<file path="config.mk">
export PLATFORM = sky130hd
export DESIGN_NAME = fir_tap_streamer
export DESIGN_NICKNAME = d
export VERILOG_FILES = /design/src/rtl/fir_pkg.sv /design/src/rtl/fir_tap_shadow_ram.sv /design/src/rtl/fir_tap_streamer.sv
export SDC_FILE = /design/constraint.sdc
export NUM_CORES = 1
export LEC_CHECK = 0
export ABC_AREA = 1
export ABC_CLOCK_PERIOD_IN_PS = 2500
export BUFFER_PORTS_ARGS = -buffer_cell sky130_fd_sc_hd__buf_4
export CAP_MARGIN = 20
export CORE_MARGIN = 2
export CORE_UTILIZATION = 45
export DETAILED_ROUTE_END_ITERATION = 16
export GPL_TIMING_DRIVEN = 0
export SLEW_MARGIN = 20
export SYNTH_ARGS = -nofsm -noshare
export SYNTH_HDL_FRONTEND = slang
export SYNTH_HIERARCHICAL = 1
export SYNTH_SLANG_ARGS = --single-unit
export TNS_END_PERCENT = 30
</file>
<file path="constraint.sdc">
create_clock -name clk -period 2.5 [get_ports clk]
set_input_delay 0.375 -clock clk [delete_from_list [all_inputs] [get_ports clk]]
set_output_delay 0.375 -clock clk [all_outputs]
set_load 0.01 [all_outputs]
</file>
<file path="src/rtl/fir_pkg.sv">
// Shared types and default widths for the FIR tap streamer and its shadow RAM.
// Latency: n/a (declarations only).
// Backpressure: n/a.
package fir_pkg;

   localparam int C_TAP_WIDTH     = 16;
   localparam int C_NUM_TAPS_LOG2 = 4;
   localparam int C_FLUSH_CYCLES  = 2;

   typedef enum logic [1:0] {
      IDLE      = 2'd0,
      FLUSH     = 2'd1,
      STREAM    = 2'd2,
      WAIT_DONE = 2'd3
   } state_t;

endpackage

</file>
<file path="src/rtl/fir_tap_shadow_ram.sv">
// Shadow coefficient store: one write port, one synchronous read port, registered output.
// Latency: read data appears on rd_data_o one cycle after rd_en_i.
// Backpressure: none; the caller only issues reads it has room to absorb.
module fir_tap_shadow_ram
   import fir_pkg::*;
#(
   parameter int G_DATA_WIDTH = C_TAP_WIDTH,
   parameter int G_ADDR_WIDTH = C_NUM_TAPS_LOG2
)(
   input  logic                    clk_i,
   input  logic                    wr_en_i,
   input  logic [G_ADDR_WIDTH-1:0] wr_addr_i,
   input  logic [G_DATA_WIDTH-1:0] wr_data_i,
   input  logic                    rd_en_i,
   input  logic [G_ADDR_WIDTH-1:0] rd_addr_i,
   output logic [G_DATA_WIDTH-1:0] rd_data_o
);

   logic [G_DATA_WIDTH-1:0] mem_q [2**G_ADDR_WIDTH];

   // Array write and registered read; contents deliberately have no reset.
   always_ff @(posedge clk_i) begin
      if (wr_en_i) begin
         mem_q[wr_addr_i] <= wr_data_i;
      end
      if (rd_en_i) begin
         rd_data_o <= mem_q[rd_addr_i];
      end
   end

endmodule

</file>
<file path="src/rtl/fir_tap_streamer.sv">
// Streams a shadow copy of all FIR coefficients into the FIR tap-programming port after a flush.
// Latency: start to first tap valid = G_FLUSH_CYCLES+2 cycles, then one tap per cycle with ready high.
// Backpressure: tap_dout held while valid&&!ready; a one-entry skid absorbs the RAM read latency.
// Optional: define FIR_TAP_STREAMER_CHECKSUM_EN to add the tap_checksum output.
module fir_tap_streamer
   import fir_pkg::*;
#(
   parameter int G_TAP_WIDTH     = C_TAP_WIDTH,
   parameter int G_NUM_TAPS_LOG2 = C_NUM_TAPS_LOG2,
   parameter int G_FLUSH_CYCLES  = C_FLUSH_CYCLES
)(
   input  logic                       clk,
   input  logic                       reset_n,
   input  logic [G_NUM_TAPS_LOG2-1:0] cfg_addr,
   input  logic [G_TAP_WIDTH-1:0]     cfg_wdata,
   input  logic                       cfg_wen,
   input  logic                       start,
   output logic                       busy,
   output logic                       load_done,
   output logic                       cfg_wr_err,
   output logic                       fir_enable,
   output logic [G_TAP_WIDTH-1:0]     tap_dout,
   output logic                       tap_dout_valid,
   input  logic                       tap_dout_ready,
   input  logic                       fir_tap_done
`ifdef FIR_TAP_STREAMER_CHECKSUM_EN
   ,
   output logic [G_TAP_WIDTH+G_NUM_TAPS_LOG2-1:0] tap_checksum
`endif
);

   // One extra address bit so "all taps issued" is a plain compare.
   localparam int                        AW       = G_NUM_TAPS_LOG2 + 1;
   localparam logic [AW-1:0]             END_ADDR = AW'(2**G_NUM_TAPS_LOG2);
   localparam int                        CNT_W    = (G_FLUSH_CYCLES > 1) ? $clog2(G_FLUSH_CYCLES) : 1;
   localparam logic [CNT_W-1:0]          FLUSH_LD = CNT_W'(G_FLUSH_CYCLES - 1);

   state_t                  state_q;
   logic [AW-1:0]           rd_addr_q;
   logic [CNT_W-1:0]        flush_cnt_q;
   logic                    fir_enable_q;
   logic                    load_done_q;
   logic                    cfg_wr_err_q;

   logic                    ram_vld_q;
   logic [G_TAP_WIDTH-1:0]  ram_rdata;
   logic [G_TAP_WIDTH-1:0]  skid_q, skid_d;
   logic                    skid_vld_q, skid_vld_d;
   logic [G_TAP_WIDTH-1:0]  dout_q, dout_d;
   logic                    dout_vld_q, dout_vld_d;

   logic                    out_fire;
   logic                    addr_left;
   logic [1:0]              occ;
   logic                    rd_en;
   logic                    last_fire;
   logic                    ram_we;

   fir_tap_shadow_ram #(
      .G_DATA_WIDTH (G_TAP_WIDTH),
      .G_ADDR_WIDTH (G_NUM_TAPS_LOG2)
   ) u_ram (
      .clk_i     (clk),
      .wr_en_i   (ram_we),
      .wr_addr_i (cfg_addr),
      .wr_data_i (cfg_wdata),
      .rd_en_i   (rd_en),
      .rd_addr_i (rd_addr_q[G_NUM_TAPS_LOG2-1:0]),
      .rd_data_o (ram_rdata)
   );

   // Read issue: a read is only launched if its data is guaranteed a slot
   // (output or skid) next cycle even if the consumer stalls.
   always_comb begin
      out_fire  = dout_vld_q & tap_dout_ready;
      addr_left = (rd_addr_q != END_ADDR);
      occ       = 2'(dout_vld_q) + 2'(skid_vld_q) + 2'(ram_vld_q) - 2'(out_fire);
      rd_en     = ((state_q == FLUSH) && (flush_cnt_q == '0)) ||
                  ((state_q == STREAM) && addr_left && (occ <= 2'd1));
      last_fire = (state_q == STREAM) && out_fire && !skid_vld_q && !ram_vld_q && !addr_left;
      ram_we    = cfg_wen && (state_q == IDLE);
   end

   // Output/skid steering: skid data always drains ahead of fresh RAM data.
   always_comb begin
      dout_d     = dout_q;
      dout_vld_d = dout_vld_q;
      skid_d     = skid_q;
      skid_vld_d = skid_vld_q;
      if (!dout_vld_q || tap_dout_ready) begin
         if (skid_vld_q) begin
            dout_d     = skid_q;
            dout_vld_d = 1'b1;
            if (ram_vld_q) begin
               skid_d = ram_rdata;
            end else begin
               skid_vld_d = 1'b0;
            end
         end else if (ram_vld_q) begin
            dout_d     = ram_rdata;
            dout_vld_d = 1'b1;
         end else begin
            dout_vld_d = 1'b0;
         end
      end else if (ram_vld_q) begin
         skid_d     = ram_rdata;
         skid_vld_d = 1'b1;
      end
   end

   // Datapath registers; a reset drops anything in flight immediately.
   always_ff @(posedge clk) begin
      if (!reset_n) begin
         ram_vld_q  <= 1'b0;
         skid_q     <= '0;
         skid_vld_q <= 1'b0;
         dout_q     <= '0;
         dout_vld_q <= 1'b0;
      end else begin
         ram_vld_q  <= rd_en;
         skid_q     <= skid_d;
         skid_vld_q <= skid_vld_d;
         dout_q     <= dout_d;
         dout_vld_q <= dout_vld_d;
      end
   end

   // Control FSM with registered fir_enable, load_done and sticky write error.
   always_ff @(posedge clk) begin
      if (!reset_n) begin
         state_q      <= IDLE;
         rd_addr_q    <= '0;
         flush_cnt_q  <= '0;
         fir_enable_q <= 1'b0;
         load_done_q  <= 1'b0;
         cfg_wr_err_q <= 1'b0;
      end else begin
         load_done_q <= 1'b0;
         if (cfg_wen && (state_q != IDLE)) begin
            cfg_wr_err_q <= 1'b1;
         end
         if (rd_en) begin
            rd_addr_q <= rd_addr_q + AW'(1);
         end
         case (state_q)
            IDLE: begin
               fir_enable_q <= 1'b1;
               if (start) begin
                  state_q      <= FLUSH;
                  fir_enable_q <= 1'b0;
                  flush_cnt_q  <= FLUSH_LD;
                  cfg_wr_err_q <= 1'b0;
                  rd_addr_q    <= '0;
               end
            end
            FLUSH: begin
               if (flush_cnt_q == '0) begin
                  state_q      <= STREAM;
                  fir_enable_q <= 1'b1;
               end else begin
                  flush_cnt_q <= flush_cnt_q - CNT_W'(1);
               end
            end
            STREAM: begin
               if (last_fire) begin
                  state_q <= WAIT_DONE;
               end
            end
            WAIT_DONE: begin
               if (fir_tap_done) begin
                  state_q     <= IDLE;
                  load_done_q <= 1'b1;
               end
            end
            default: state_q <= IDLE;
         endcase
      end
   end

`ifdef FIR_TAP_STREAMER_CHECKSUM_EN
   localparam int CSW = G_TAP_WIDTH + G_NUM_TAPS_LOG2;
   logic [CSW-1:0] checksum_q;

   // Running unsigned sum of transferred taps, cleared when a reload starts.
   always_ff @(posedge clk) begin
      if (!reset_n) begin
         checksum_q <= '0;
      end else if ((state_q == IDLE) && start) begin
         checksum_q <= '0;
      end else if (out_fire) begin
         checksum_q <= checksum_q + CSW'(dout_q);
      end
   end

   assign tap_checksum = checksum_q;
`endif

   assign busy           = (state_q != IDLE);
   assign load_done      = load_done_q;
   assign cfg_wr_err     = cfg_wr_err_q;
   assign fir_enable     = fir_enable_q;
   assign tap_dout       = dout_q;
   assign tap_dout_valid = dout_vld_q;

endmodule
</file>
==> run_results.csv <==
group,metric,value,unit
status,status,"completed",
die,die-area,31600,µm²
clock_network,clock_latency,0.51,ns
yosys,synth_xor_xnor_area_share,0.00129,
timing,relSlewSlack,0.456,
route,drt_iter0_drc,942,
clock_network,cts_setup_buffers,0,
clock_network,numCtsBuffers,35,
yosys,synth_compound_area_frac,0.0280,
setup_path,worst_ep_required_time,2.71,ns
global_route,antenna_found_initial,0,
yosys,synthDistinctLibCells,25,
global_route,groute.usage.overall,0.228,
setup_path,r2r_setup_slack,0.11,ns
timing,fmax,0.419,GHz
yosys,synth-adder-area-share,0.00736,
die,die_h,178,µm
yosys,syn-num-nets,1380,
clock_network,clkSinkCount,318,
setup_path,r2r_end,"u_ram/mem_q[5][2]",
setup_path,worstReg2RegStart,"state_q[0]",
die,pin_count,47,
finish,final_layout_size_suffix_gt1_frac,0.131,
yosys,seq_area_frac_synth,0.668,
timing,finalClockSkew,0.0180,ns
finish,final_cell_mix,"nand2_1 (398), edfxtp_1 (272), inv_1 (218), nand3_1 (199), buf_4 (66)",
route,vias,9495,
place,gp_congestion,0.891,
yosys,synth_top_family_by_area,"simple AND/OR/NAND/NOR gates",
route,drcViolationCount,0,
global_route,grt_max_degree,25,
setup_path,worst-path-max-fanout,10,
setup_path,start_kind,"flip-flop",
place,dp_hpwl,24100,µm
yosys,ys_warn_count,6,
hold_path,worstHoldStart,"fir_tap_done",
global_route,grt_pass1_wl,52900,µm
global_route,gr-total-overflow,0,
finish,final_util,0.532,
hold_path,worstHoldPathCells,3,
route,vias_per_cell,5.10,
run,maxCapViolations,0,
route,ant_nets,0,
pwr,power.density,998,nW/µm²
finish,nNetsFinal,1478,
timing,period_share,0.954,
global_route,busiest_layer,"met2",
timing,worst_slack,0.115,ns
clock_network,cts_max_level,2,
clock_network,ctsResizeCount,1,
setup_path,reg2reg_depth,7,
yosys,synth_cells,1346,
pwr,p_leak,6.72,nW
clock_network,cts_tree,"built",
pwr,p_total,15.8,mW
yosys,synth_area_per_cell,10.1,µm²
setup_path,cp-end-kind,"flip-flop",
place,numPortBuffers,46,
finish,diodes,0,
die,initial_utilization,0.458,
die,core_area,29700,µm²
timing,finalSetupViolations,0,
die,dieWidth,178,µm
die,rows,63,
timing,final_hold_viol_count,0,
finish,area_delta_synth_final,16.2,%
pwr,peakVddDrop,569,µV
clock_network,path_clk_slew,0.06,ns
place,pre_cts_slack,-0.143,ns
timing,rsz0062_at_grt,"yes",
clock_network,cts_root_buf,"clkbuf_16",
yosys,synthesis.area,13600,µm²
yosys,synth.area.mux_share,0,
global_route,met1_usage,0.303,
hold_path,worstHoldEndpoint,"load_done",
timing,holdWs,0.102,ns
setup_path,path_class,"reg2reg",
finish,layout_commonest_cell,"nand2_1",
global_route,use_met2,0.377,
clock_network,hold_buffers,0,
route,routed_wl,35400,µm
hold_path,hold_path.class,"in2reg",
timing,tightest_slew,0.816,ns
route,drtPass1Iterations,5,
setup_path,worstPathArrival,2.60,ns
global_route,met3_usage,0.0317,
clock_network,cts_buffer_depth,3,
global_route,grt_pass1_vias,8906,
timing,maxSlewViolCount,0,
timing,min_period,2.39,ns
route,wl_per_cell,19.0,µm
yosys,synth-seq-cells,318,
yosys,synthSimpleGateAreaFrac,0.205,
critical path, stage by stage (launching register included):
cell and delay, ns:
dfxtp_1 0.33, inv_1 0.11, ha_1 0.26, nand2_1 0.19, inv_1 0.18, nand3b_1 0.22, nor2_2 0.55, buf_6 0.25
flip-flops by register name, indices dropped and copies added, names as in the netlist:
name	cells
skid_vld_q	1
u_ram/mem_q	256
tap_dout	16
cfg_wr_err	1
load_done	1
tap_dout_valid	1
fir_enable	1
skid_q	16
rd_addr_q	5
state_q	2
ram_vld_q	1
flush_cnt_q	1
u_ram/rd_data_o	16
kinds of logic (layout without fill, tap and decap cells):
kind of cell    count (synthesis)  count (layout)
simple gates                  665             665
flops                         318             318
buf+inv                       287             411
compound gates                 66              66
fa+ha+maj                       8               8
xor+xnor                        2               2
where the power goes:
group / internal (mW) / switching, mW
combinational: 1.34 / 2.91
clock: 3.04 / 1.96
sequential: 6.29 / 0.230
worst max-delay path by stage:
| stage | to | start | slack [ns] |
|---|---|---|---|
| floorplan | rd_addr_q[1] | tap_dout_ready | 0.34 |
| global placement | u_ram/mem_q[4][4] | state_q[1] | -0.51 |
| detailed placement | rd_addr_q[4] | tap_dout_ready | -0.14 |
| CTS | u_ram/mem_q[9][8] | state_q[0] | 0.06 |
| global route | u_ram/mem_q[4][14] | state_q[0] | -0.01 |
| finish | u_ram/mem_q[5][2] | state_q[0] | 0.11 |
metal layers:
layer	wire, µm	up-vias
met3	2800	74
li1	-	4558
met5	0	-
met2	16900	412
met1	14400	4451
met4	1350	0
stage by stage:
step | setup TNS, ns | std cells | area, µm²
final | 0 | 1860 | 15800
after global placement | -97.80 | 1782 | 14400
after detailed placement | -0.630 | 1797 | 14700
after global routing | -0.0482 | 1860 | 15800
after CTS | 0 | 1860 | 15800
after floorplan | 0 | 1346 | 13600
area by class of cell:
cell class	count	area (µm²)
tap	390	488
clock buffer	54	1030
sequential	318	9090
buffer	63	390
fill	2572	13900
timing repair buffer	61	544
multi-input combinational	741	3330
inverter	224	841
clock inverter	9	93.8
cells in the mapped netlist, drive strengths merged:
cell	number	area share
edfxtp	272	0.60
o21ai	36	0.013
nand3	199	0.073
a211oi	1	0.00055
a31oi	17	0.0078
dfxtp	46	0.068
xor2	1	0.00064
a21oi	12	0.0063
nand3b	2	0.0011
nand2	399	0.11
xnor2	1	0.00064
inv	224	0.062
ha	8	0.0074
clkbuf	12	0.0033
buf	51	0.025
nor2	65	0.020
Note: power is estimated with default switching activity, not from simulation.
